<file path="config.mk">
export PLATFORM = sky130hd
export DESIGN_NAME = anticipator_update
export DESIGN_NICKNAME = d
export VERILOG_FILES = /design/src/rtl/anticipator_update_pkg.sv /design/src/rtl/anticipator_upd_fifo.sv /design/src/rtl/anticipator_update.sv
export SDC_FILE = /design/constraint.sdc
export NUM_CORES = 1
export LEC_CHECK = 0
export CAP_MARGIN = 25
export CORE_MARGIN = 5
export CORE_UTILIZATION = 55
export DETAILED_ROUTE_END_ITERATION = 10
export HOLD_SLACK_MARGIN = 0.08
export PLACE_DENSITY = 0.76
export SYNTH_ARGS = -nofsm -noshare
export SYNTH_HDL_FRONTEND = slang
export SYNTH_SLANG_ARGS = --single-unit
</file>
<file path="constraint.sdc">
create_clock -name clk -period 6.4 [get_ports clk]
set_input_delay 1.92 -clock clk [delete_from_list [all_inputs] [get_ports clk]]
set_output_delay 1.92 -clock clk [all_outputs]
set_load 0.02 [all_outputs]
</file>
<file path="src/rtl/anticipator_update_pkg.sv">
// ============================================================================
// Module : anticipator_update_pkg
// Brief  : Shared constants and counter-update helper for the anticipator RAM.
// Rev    : 1.0
// ============================================================================
`default_nettype none

package anticipator_update_pkg;

    localparam int ANT_ADDR_W = 12;
    localparam int ANT_CNT_W  = 2;
    localparam logic [ANT_CNT_W-1:0] ANT_INIT_VAL = 2'b10;

    localparam int c_lanes = 4;

    localparam logic [0:0] c_st_init = 1'b0;
    localparam logic [0:0] c_st_run  = 1'b1;

    // 2-bit saturating counter step, also used by the predictor-side model
    function automatic logic [ANT_CNT_W-1:0] ant_sat_upd(
        input logic [ANT_CNT_W-1:0] cnt,
        input logic                 taken
    );
        if (taken)
            return (cnt == '1) ? cnt : cnt + ANT_CNT_W'(1);
        else
            return (cnt == '0) ? cnt : cnt - ANT_CNT_W'(1);
    endfunction

endpackage

`default_nettype wire

</file>
<file path="src/rtl/anticipator_upd_fifo.sv">
// ============================================================================
// Module : anticipator_upd_fifo
// Brief  : 4-in / 2-out compacting update FIFO with count, free and two heads.
// Rev    : 1.0
// ============================================================================
`default_nettype none

module anticipator_upd_fifo
    import anticipator_update_pkg::*;
#(
    parameter int ADDR_W = ANT_ADDR_W,
    parameter int DEPTH  = 16
) (
    input  logic                             clk,
    input  logic                             rst,
    input  logic [c_lanes-1:0]               push_en,
    input  logic [c_lanes-1:0][ADDR_W-1:0]   push_addr,
    input  logic [c_lanes-1:0][1:0]          push_cnt,
    input  logic [c_lanes-1:0]               push_taken,
    input  logic [1:0]                       pop_n,
    output logic [$clog2(DEPTH):0]           count,
    output logic [$clog2(DEPTH):0]           free,
    output logic [2:0]                       push_acc,
    output logic [ADDR_W-1:0]                head0_addr,
    output logic [1:0]                       head0_upd,
    output logic [1:0]                       head0_cnt,
    output logic                             head0_taken,
    output logic [ADDR_W-1:0]                head1_addr,
    output logic [1:0]                       head1_upd,
    output logic                             head1_taken
);

    localparam int PW = $clog2(DEPTH);
    localparam int CW = PW + 1;

    logic [ADDR_W-1:0] r_mem_addr  [DEPTH];
    logic [1:0]        r_mem_upd   [DEPTH];
    logic [1:0]        r_mem_cnt   [DEPTH];
    logic              r_mem_taken [DEPTH];

    logic [PW-1:0] r_wr_ptr;
    logic [PW-1:0] r_rd_ptr;
    logic [PW-1:0] w_rd_ptr1;
    logic [CW-1:0] r_count;

    logic [c_lanes-1:0]      w_lane_ok;
    logic [c_lanes-1:0][1:0] w_lane_slot;
    logic [2:0]              w_acc;

    assign free  = CW'(DEPTH) - r_count;
    assign count = r_count;

    // Acceptance is a prefix of the enabled lanes, so the slot is the running accept count
    always_comb begin
        w_acc       = '0;
        w_lane_ok   = '0;
        w_lane_slot = '0;
        for (int i = 0; i < c_lanes; i++) begin
            w_lane_slot[i] = w_acc[1:0];
            if (push_en[i] && (CW'(w_acc) < free)) begin
                w_lane_ok[i] = 1'b1;
                w_acc        = w_acc + 3'd1;
            end
        end
    end

    assign push_acc = w_acc;

    always_ff @(posedge clk) begin
        for (int i = 0; i < c_lanes; i++) begin
            if (w_lane_ok[i]) begin
                r_mem_addr [r_wr_ptr + PW'(w_lane_slot[i])] <= push_addr[i];
                r_mem_upd  [r_wr_ptr + PW'(w_lane_slot[i])] <= ant_sat_upd(push_cnt[i], push_taken[i]);
                r_mem_cnt  [r_wr_ptr + PW'(w_lane_slot[i])] <= push_cnt[i];
                r_mem_taken[r_wr_ptr + PW'(w_lane_slot[i])] <= push_taken[i];
            end
        end
    end

    always_ff @(posedge clk or posedge rst) begin
        if (rst) begin
            r_wr_ptr <= '0;
            r_rd_ptr <= '0;
            r_count  <= '0;
        end else begin
            r_wr_ptr <= r_wr_ptr + PW'(w_acc);
            r_rd_ptr <= r_rd_ptr + PW'(pop_n);
            r_count  <= r_count + CW'(w_acc) - CW'(pop_n);
        end
    end

    assign w_rd_ptr1   = r_rd_ptr + PW'(1);
    assign head0_addr  = r_mem_addr [r_rd_ptr];
    assign head0_upd   = r_mem_upd  [r_rd_ptr];
    assign head0_cnt   = r_mem_cnt  [r_rd_ptr];
    assign head0_taken = r_mem_taken[r_rd_ptr];
    assign head1_addr  = r_mem_addr [w_rd_ptr1];
    assign head1_upd   = r_mem_upd  [w_rd_ptr1];
    assign head1_taken = r_mem_taken[w_rd_ptr1];

endmodule

`default_nettype wire

</file>
<file path="src/rtl/anticipator_update.sv">
// ============================================================================
// Module : anticipator_update
// Brief  : Write-side feeder for the 4096x2b anticipator RAM (init sweep, queue, coalesce).
// Rev    : 1.0
// ============================================================================
`default_nettype none

module anticipator_update
    import anticipator_update_pkg::*;
#(
    parameter int         ADDR_W   = ANT_ADDR_W,
    parameter int         DEPTH    = 16,
    parameter logic [1:0] INIT_VAL = ANT_INIT_VAL,
    parameter int         DROP_W   = 16
) (
    input  logic              clk,
    input  logic              rst,
    input  logic              res0_en,
    input  logic [ADDR_W-1:0] res0_addr,
    input  logic [1:0]        res0_cnt,
    input  logic              res0_taken,
    input  logic              res1_en,
    input  logic [ADDR_W-1:0] res1_addr,
    input  logic [1:0]        res1_cnt,
    input  logic              res1_taken,
    input  logic              res2_en,
    input  logic [ADDR_W-1:0] res2_addr,
    input  logic [1:0]        res2_cnt,
    input  logic              res2_taken,
    input  logic              res3_en,
    input  logic [ADDR_W-1:0] res3_addr,
    input  logic [1:0]        res3_cnt,
    input  logic              res3_taken,
    output logic              res_stall,
    output logic [ADDR_W-1:0] write0_addr,
    output logic [1:0]        write0_data,
    output logic              write0_wen,
    output logic [ADDR_W-1:0] write1_addr,
    output logic [1:0]        write1_data,
    output logic              write1_wen,
    output logic              init_done,
    output logic [DROP_W-1:0] drop_cnt
);

    localparam int CW = $clog2(DEPTH) + 1;
    localparam logic [ADDR_W-1:0] c_ptr_last = {{(ADDR_W-1){1'b1}}, 1'b0};

    logic [0:0]        r_state;
    logic [0:0]        w_state_nxt;
    logic [ADDR_W-1:0] r_ptr;
    logic [ADDR_W-1:0] w_ptr_nxt;

    logic [c_lanes-1:0]             w_en;
    logic [c_lanes-1:0][ADDR_W-1:0] w_addr;
    logic [c_lanes-1:0][1:0]        w_cnt;
    logic [c_lanes-1:0]             w_taken;
    logic [c_lanes-1:0]             w_push_en;

    logic [CW-1:0]     w_count;
    logic [CW-1:0]     w_free;
    logic [CW-1:0]     w_free_after;
    logic [2:0]        w_acc;
    logic [2:0]        w_nen;
    logic [2:0]        w_drop_inc;
    logic [1:0]        w_pop_n;
    logic              w_coal;
    logic [DROP_W:0]   w_drop_sum;

    logic [ADDR_W-1:0] w_h0_addr;
    logic [1:0]        w_h0_upd;
    logic [1:0]        w_h0_cnt;
    logic              w_h0_taken;
    logic [ADDR_W-1:0] w_h1_addr;
    logic [1:0]        w_h1_upd;
    logic              w_h1_taken;

    logic [ADDR_W-1:0] w_wr0_addr_nxt;
    logic [1:0]        w_wr0_data_nxt;
    logic              w_wr0_wen_nxt;
    logic [ADDR_W-1:0] w_wr1_addr_nxt;
    logic [1:0]        w_wr1_data_nxt;
    logic              w_wr1_wen_nxt;
    logic [DROP_W-1:0] w_drop_nxt;
    logic              w_stall_nxt;

    logic [ADDR_W-1:0] r_wr0_addr;
    logic [1:0]        r_wr0_data;
    logic              r_wr0_wen;
    logic [ADDR_W-1:0] r_wr1_addr;
    logic [1:0]        r_wr1_data;
    logic              r_wr1_wen;
    logic [DROP_W-1:0] r_drop;
    logic              r_stall;

    assign w_en    = {res3_en, res2_en, res1_en, res0_en};
    assign w_addr  = {res3_addr, res2_addr, res1_addr, res0_addr};
    assign w_cnt   = {res3_cnt, res2_cnt, res1_cnt, res0_cnt};
    assign w_taken = {res3_taken, res2_taken, res1_taken, res0_taken};
    assign w_nen   = 3'(w_en[0]) + 3'(w_en[1]) + 3'(w_en[2]) + 3'(w_en[3]);

    assign w_push_en = (r_state == c_st_run) ? w_en : '0;

    // Pop is decided on the start-of-cycle count, so same-cycle pushes wait one cycle
    always_comb begin
        w_pop_n = 2'd0;
        if (r_state == c_st_run)
            w_pop_n = (w_count >= CW'(2)) ? 2'd2 : {1'b0, w_count[0]};
    end

    anticipator_upd_fifo #(
        .ADDR_W (ADDR_W),
        .DEPTH  (DEPTH)
    ) u_fifo (
        .clk         (clk),
        .rst         (rst),
        .push_en     (w_push_en),
        .push_addr   (w_addr),
        .push_cnt    (w_cnt),
        .push_taken  (w_taken),
        .pop_n       (w_pop_n),
        .count       (w_count),
        .free        (w_free),
        .push_acc    (w_acc),
        .head0_addr  (w_h0_addr),
        .head0_upd   (w_h0_upd),
        .head0_cnt   (w_h0_cnt),
        .head0_taken (w_h0_taken),
        .head1_addr  (w_h1_addr),
        .head1_upd   (w_h1_upd),
        .head1_taken (w_h1_taken)
    );

    always_ff @(posedge clk or posedge rst) begin
        if (rst) begin
            r_state <= c_st_init;
            r_ptr   <= '0;
        end else begin
            r_state <= w_state_nxt;
            r_ptr   <= w_ptr_nxt;
        end
    end

    always_comb begin
        w_state_nxt = r_state;
        w_ptr_nxt   = r_ptr;
        if (r_state == c_st_init) begin
            w_ptr_nxt = r_ptr + ADDR_W'(2);
            if (r_ptr == c_ptr_last)
                w_state_nxt = c_st_run;
        end
    end

    always_comb begin
        w_wr0_addr_nxt = '0;
        w_wr0_data_nxt = '0;
        w_wr0_wen_nxt  = 1'b0;
        w_wr1_addr_nxt = '0;
        w_wr1_data_nxt = '0;
        w_wr1_wen_nxt  = 1'b0;
        w_coal         = 1'b0;
        w_drop_inc     = w_nen;
        if (r_state == c_st_init) begin
            w_wr0_addr_nxt = r_ptr;
            w_wr0_data_nxt = INIT_VAL;
            w_wr0_wen_nxt  = 1'b1;
            w_wr1_addr_nxt = r_ptr + ADDR_W'(1);
            w_wr1_data_nxt = INIT_VAL;
            w_wr1_wen_nxt  = 1'b1;
        end else begin
            w_drop_inc     = w_nen - w_acc;
            w_coal         = (w_pop_n == 2'd2) && (w_h0_addr == w_h1_addr);
            w_wr0_addr_nxt = w_h0_addr;
            w_wr0_data_nxt = w_h0_upd;
            w_wr0_wen_nxt  = (w_pop_n != 2'd0) && !w_coal;
            w_wr1_addr_nxt = w_h1_addr;
            // A same-index pair folds into one write with both updates applied in order
            w_wr1_data_nxt = w_coal ? ant_sat_upd(ant_sat_upd(w_h0_cnt, w_h0_taken), w_h1_taken)
                                    : w_h1_upd;
            w_wr1_wen_nxt  = (w_pop_n == 2'd2);
        end
        w_free_after = w_free - CW'(w_acc) + CW'(w_pop_n);
        w_stall_nxt  = (w_free_after < CW'(4)) || (w_state_nxt != c_st_run);
        w_drop_sum   = {1'b0, r_drop} + (DROP_W+1)'(w_drop_inc);
        w_drop_nxt   = w_drop_sum[DROP_W] ? '1 : w_drop_sum[DROP_W-1:0];
    end

    always_ff @(posedge clk or posedge rst) begin
        if (rst) begin
            r_wr0_addr <= '0;
            r_wr0_data <= '0;
            r_wr0_wen  <= 1'b0;
            r_wr1_addr <= '0;
            r_wr1_data <= '0;
            r_wr1_wen  <= 1'b0;
            r_drop     <= '0;
            r_stall    <= 1'b1;
        end else begin
            r_wr0_addr <= w_wr0_addr_nxt;
            r_wr0_data <= w_wr0_data_nxt;
            r_wr0_wen  <= w_wr0_wen_nxt;
            r_wr1_addr <= w_wr1_addr_nxt;
            r_wr1_data <= w_wr1_data_nxt;
            r_wr1_wen  <= w_wr1_wen_nxt;
            r_drop     <= w_drop_nxt;
            r_stall    <= w_stall_nxt;
        end
    end

    assign write0_addr = r_wr0_addr;
    assign write0_data = r_wr0_data;
    assign write0_wen  = r_wr0_wen;
    assign write1_addr = r_wr1_addr;
    assign write1_data = r_wr1_data;
    assign write1_wen  = r_wr1_wen;
    assign drop_cnt    = r_drop;
    assign res_stall   = r_stall;
    assign init_done   = (r_state == c_st_run);

endmodule

`default_nettype wire

</file>
==> results.txt, run 1 <==
first-pass GRT wire length - 143 mm
Arrival @ worst endpoint - 6510 ps
hold-fix buffer count after cts - 0
Post-Layout Cell Count - 3314
cell mode on critical path - sky130_fd_sc_hd__ha_1
count of endpoints failing hold in the final timing report - 0
clk root buf - sky130_fd_sc_hd__clkbuf_16
terminating pin of the worst hold path - r_ptr[11]
Detail Placement HPWL - 62.6 mm
Period Utilization, post-route - 94.4%
number of detailed-routing iterations run before antenna repair - 6
width of the chip - 228 um
weighted congestion at the end of routability-driven global placement - 0.976
via count of the first global-routing pass - 22600
most instantiated flip-flop cell in the synthesis netlist - sky130_fd_sc_hd__edfxtp_1
Async SR Flop Fraction - 20.9%
Post-Synthesis Mean Instance Area - 10.0 um2
cell total after placement - 3242
sequential standard cell area - 9980 um2
Slew headroom - 32.3%
Worst-Margin Slew - 1010 ps
cell type with the largest total area after synthesis - sky130_fd_sc_hd__edfxtp_1
total of warnings raised by yosys - 0
share of synthesized area occupied by flip-flops and latches - 38.1%
PnR Total Power - 5.31 mW
syn nets - 2729
final antenna-violating net count - 0
most numerous cell types in the synthesized netlist - sky130_fd_sc_hd__nand2_1 (346), sky130_fd_sc_hd__mux2i_1 (276), sky130_fd_sc_hd__edfxtp_1 (272)
CTS tree - yes
CP startpoint kind - flip-flop
dominant cell by count in the synthesized netlist - sky130_fd_sc_hd__nand2_1
TritonCTS Sinks - 344
timing-limited maximum frequency - 165 MHz
post-placement setup slack - -577 ps
required time of the critical path - 6860 ps
number of flops mapped to enable cells by yosys - 272
synthesis-to-layout area growth - 14.9%
Final setup violation count - 0
hold slack - 510 ps
delay contributed by the slowest stage of the critical path - 560 ps
Core Region - 47300 um2
CTS HTree Levels - 2
violation count after the first detailed-routing iteration - 3403
wire length after detailed routing - 97.8 mm
clock period minus worst slack - 6040 ps
area used by multi-input combinational logic - 15200 um2
Pwr Density - 177 nW/um2
register bit total from synthesis - 344
minimum setup slack among reg-to-reg paths - 360 ps
path type of the worst setup path - reg2reg
critical path endpoint category - flip-flop
height of the die - 228 um
Antenna Cells - 0
remaining global-route overflow - 0
number of buffers added by the clock tree synthesis step - 40
antenna violations before repair - 1
drc violations - 0
share of the synthesized area in the top cell type - 31.2%
max-slew violation count - 0
Avg WL per Cell - 29.5 um
leakage component of the power - 11.4 nW
share of final-layout standard cells stronger than drive strength 1 - 20.7%
worst r2r dst - drop_cnt[15]
class of the tightest hold or removal check - reg2reg
ratio of routed vias to standard cells - 6.99
run status - complete, no violations
number of port buffers - 113
number of standard cells after synthesis - 2614
post-synth design cell area - 26200 um2
global routing usage summed across all routing layers - 36.2%
post-route clock skew - 25.4 ps
ranking of synthesized cells by area - sky130_fd_sc_hd__edfxtp_1 (31%), sky130_fd_sc_hd__mux4_2 (11%), sky130_fd_sc_hd__mux2i_1 (11%)
worst reg2reg path startpoint - u_fifo.count[1]
largest buffer count on any clock path - 3
std cell rows - 80
Cell variety after synth - 74
pin count of the biggest net entering global routing - 73
vias post-DR - 23200
startpoint of the tightest hold check path - r_ptr[11]
library cell contributing the largest single delay on the critical path - sky130_fd_sc_hd__fa_2
max-cap viol count - 0
Max Fanout on Critical Path - 5
later-pin clock latency in the skew report - 600 ps
initial core utilization - 55.3%
CTS clk-pin slew, worst paths - 50 ps
number of cells traversed by the worst register-to-register path - 30
maximum ir drop on the vdd rail - 0.202 mV
full die area - 52000 um2
number of fill cells - 3588
Boundary Pins - 114
Nets - 2785
hold-critical path depth - 1
final setup slack of the worst path - 357 ps
## cells by family after synthesis
| group | synth area share (%) |
|---|---|
| AO/OA/AOI/OAI | 12.7 |
| XOR/XNOR | 2.30 |
| adder cells (fa/ha/maj) | 2.74 |
| buffers and inverters | 5.16 |
| flip-flops | 38.1 |
| multiplexers | 26.4 |
| AND/OR/NAND/NOR | 12.6 |
## flip-flops by register name (all words and copies together), names as in the netlist, 5 cells and up
signal              count
u_fifo.r_mem_addr     192
u_fifo.r_mem_cnt       32
u_fifo.r_mem_upd       32
drop_cnt               16
u_fifo.r_mem_taken     16
write0_addr            12
write1_addr            12
r_ptr                  11
u_fifo.count            5
## through the flow
stage	TNS, ps	util, %	area, um2
floorplan	-2690	-	26300
global placement	-16350	60.8	28800
detailed placement	-29580	60.8	28800
CTS	0	63.4	30000
global route	-21.0	63.5	30100
finish	0	63.5	30100
## worst max-delay path: cells and delay by family (launching register included)
kind | cells | cell delay, ps
compound gates | 8 | 1480
mux | 1 | 70
xor+xnor | 3 | 650
flops | 1 | 450
simple gates | 8 | 1100
fa+ha+maj | 6 | 1690
buf+inv | 4 | 490
## layout make-up
| class | count | area share [%] |
|---|---|---|
| Sequential cell | 344 | 33.2 |
| Clock buffer | 57 | 3.78 |
| Multi-Input combinational cell | 1964 | 50.5 |
| Inverter | 43 | 0.541 |
| Clock inverter | 14 | 0.279 |
| Tap cell | 615 | 2.56 |
| Timing Repair Buffer | 277 | 9.17 |
## what timing repair did
item | in CTS | in global routing
pin swaps | 0 | 4
cloned | 0 | 0
setup endpoints to repair | 1 | 16
resized for setup | 1 | 7
buffers inserted | 0 | 1
## layout by cell type, fill, tap and decap left out, types with 42 or more instances in the layout
cell	count
sky130_fd_sc_hd__a21o_1	45
sky130_fd_sc_hd__a21oi_1	232
sky130_fd_sc_hd__buf_4	133
sky130_fd_sc_hd__clkbuf_16	42
sky130_fd_sc_hd__clkdlybuf4s50_1	111
sky130_fd_sc_hd__dfrtp_1	67
sky130_fd_sc_hd__edfxtp_1	272
sky130_fd_sc_hd__mux2_2	109
sky130_fd_sc_hd__mux2i_1	274
sky130_fd_sc_hd__mux4_2	127
sky130_fd_sc_hd__nand2_1	344
sky130_fd_sc_hd__nand3_1	54
sky130_fd_sc_hd__nor2_1	219
sky130_fd_sc_hd__o21ai_0	181
## how the worst max path moves through the flow
stage / startpoint / endpoint / slack (ps)
4_1_cts: res0_en / drop_cnt[15] / 30
6_report: u_fifo.count[1] / drop_cnt[15] / 360
2_1_floorplan: res0_en / drop_cnt[15] / -250
5_1_grt: u_fifo.count[1] / drop_cnt[15] / -20
3_5_place_dp: res0_en / drop_cnt[15] / -580
3_3_place_gp: res1_en / drop_cnt[15] / -500
## where the power goes
part / total (mW) / internal, mW / leakage, nW / switching [mW]
logic: 0.622 / 0.271 / 7.46 / 0.351
clock network: 2.22 / 1.24 / 0.609 / 0.981
registers: 2.47 / 2.44 / 3.35 / 0.0287
total: 5.31 / 3.95 / 11.4 / 1.36
## layer usage
layer / track usage (%) / part of all wire (%) / up-vias / wire length [um]
li1: - / - / 9672 / -
met1: 44.1 / 33 / 10900 / 32400
met2: 55.1 / 44 / 1999 / 42900
met3: 11.3 / 14 / 562 / 13900
met4: 25.0 / 8.7 / 0 / 8470
met5: 0 / 0 / - / 0
No activity file was read; power rests on OpenSTA's default activity.
==> inputs of run 2 (changes only) <==
CORE_UTILIZATION = 30   (was 55)
PLACE_DENSITY = unset   (was 0.76)
==> run 2 against run 1 <==
  * Critical path depth unchanged
  * Worst setup slack worse by 33 ps
  * Die area is 79% higher
  * Power rose by 2.7%
  * First-iteration DRC count shrank 23%
  * Cell count up 18%
  * Critical path type unchanged
  * Critical endpoint unchanged
==> results.txt, run 2 (synthesis gave the netlist of run 1 again) <==
Detail Placement HPWL - 69.4 mm
wire length after detailed routing - 103 mm
GR met2 Demand/Resource - 33.8%
antenna violations before repair - 4
width of the chip - 305 um
std cell rows - 108
run status - complete, no violations
timing-limited maximum frequency - 165 MHz
later-pin clock latency in the skew report - 600 ps
Pwr Density - 174 nW/um2
weighted congestion at the end of routability-driven global placement - 0.910
via count of the first global-routing pass - 21100
maximum ir drop on the vdd rail - 0.193 mV
CTS tree - yes
Worst-Margin Slew - 1010 ps
met1 layer usage reported by global route - 28.1%
worst reg2reg path startpoint - u_fifo.count[1]
TritonCTS Sinks - 344
max-slew violation count - 0
most frequent cells in the layout - sky130_fd_sc_hd__nand2_1 (344), sky130_fd_sc_hd__mux2i_1 (275), sky130_fd_sc_hd__edfxtp_1 (272)
path type of the worst setup path - reg2reg
required time of the critical path - 6870 ps
first-pass GRT wire length - 148 mm
CTS HTree Levels - 2
Levels on crit path - 30
final setup slack of the worst path - 325 ps
pin count of the biggest net entering global routing - 46
ratio of routed vias to standard cells - 5.66
number of buffers added by the clock tree synthesis step - 42
number of detailed-routing iterations run before antenna repair - 6
global routing usage summed across all routing layers - 21.2%
area used by multi-input combinational logic - 15200 um2
setup TNS after final layout - 0 ps
leakage component of the power - 11.7 nW
Boundary Pins - 114
final core occ - 36.1%
global-route met3 utilization - 4.20%
Buf/Inv on CP - 2
hold-critical path depth - 1
terminating pin of the worst hold path - r_ptr[3]
synthesis-to-layout area growth - 19.6%
vias post-DR - 22100
library cell contributing the largest single delay on the critical path - sky130_fd_sc_hd__fa_2
sequential standard cell area - 9980 um2
most common cell after layout, fill and taps aside - sky130_fd_sc_hd__nand2_1
number of fill cells - 8491
category of cells accounting for the largest share of critical-path delay - adder cells
full die area - 93200 um2
CTS clk-pin slew, worst paths - 60 ps
clock period minus worst slack - 6080 ps
Slew headroom - 32.1%
class of the tightest hold or removal check - reg2reg
Core Region - 86600 um2
violation count after the first detailed-routing iteration - 2623
Avg WL per Cell - 26.5 um
post-placement setup slack - -523 ps
initial core utilization - 30.2%
max-cap viol count - 0
hold-fix buffer count after cts - 0
layer with the highest usage - met2
largest buffer count on any clock path - 3
number of cells traversed by the worst register-to-register path - 30
share of final-layout standard cells stronger than drive strength 1 - 21.9%
Nets - 2824
Max Fanout on Critical Path - 5
post-route clock skew - 23.5 ps
delay contributed by the slowest stage of the critical path - 550 ps
height of the die - 305 um
count of endpoints failing hold in the final timing report - 0
Final setup violation count - 0
worst r2r dst - drop_cnt[15]
flip-flop count of the largest register, all copies and words added - 192
cell mode on critical path - sky130_fd_sc_hd__nand2_1
minimum setup slack among reg-to-reg paths - 320 ps
Arrival @ worst endpoint - 6550 ps
CP startpoint kind - flip-flop
Period Utilization, post-route - 94.9%
number of port buffers - 113
critical path endpoint category - flip-flop
drc violations - 0
remaining global-route overflow - 0
final antenna-violating net count - 0
startpoint of the tightest hold check path - r_ptr[3]
clk root buf - sky130_fd_sc_hd__clkbuf_16
## run 2: changes by cell type in the layout (fill, tap and decap cells not counted), moves of 3 or more
cell,delta
sky130_fd_sc_hd__nor2_4,+6
sky130_fd_sc_hd__buf_12,+9
sky130_fd_sc_hd__clkbuf_1,+3
sky130_fd_sc_hd__clkinv_2,-7
sky130_fd_sc_hd__buf_4,+28
sky130_fd_sc_hd__clkinv_1,+4
sky130_fd_sc_hd__nor2_2,-5
## run 2: area by class of cell
class                   instances  area share (%)
multi-input cells            1964            48.7
flip-flops and latches        344            31.9
repair buffers                314            10.1
well taps                    1155            4.62
clock buffers                  62            3.76
inverters                      43           0.520
clock inverters                14           0.464
diodes                          2          0.0160
## run 2: metal layers
metal / wire length (um) / part of all wire (%)
met1: 40300 / 39
met2: 46900 / 45
met3: 10300 / 10
met4: 5700 / 5.5
met5: 0 / 0
## run 2: worst max path at each step
stage	start	to
floorplan	res0_en	drop_cnt[15]
global placement	res1_en	drop_cnt[15]
detailed placement	res0_en	drop_cnt[15]
CTS	res0_en	drop_cnt[15]
global route	u_fifo.count[1]	drop_cnt[15]
finish	u_fifo.count[1]	drop_cnt[15]
## run 2: stage by stage
step           cells  hold slack, ps  cell area, um2  power [mW]
4_1_cts         3895             495           31200        5.48
3_5_place_dp    3819             481           29900        3.12
2_1_floorplan   2614             458           26300        2.88
6_report        3898             498           31300        5.46
3_3_place_gp    3819             483           29900        3.12
5_1_grt         3897             507           31300        5.65
## run 2: timing repair
item,in CTS,in global routing
endpoints found under the setup margin,0,16
hold endpoints to repair,0,0
setup buffers,0,1
gates resized for setup,0,9
## run 2: report_power, final
part           internal [mW]  total (mW)  switching (mW)
Combinational          0.266       0.609           0.343
Sequential              2.44        2.47          0.0282
Clock                   1.36        2.38            1.02
Total                   4.07        5.46            1.39
## run 2: worst register-to-register path: cells and delay by family, from the launching register on
kind            cells  cell delay, ps
compound gates      8            1360
xor+xnor            2             310
fa+ha+maj           7            1990
buf+inv             2             300
flops               1             440
mux                 1              80
simple gates       10            1490
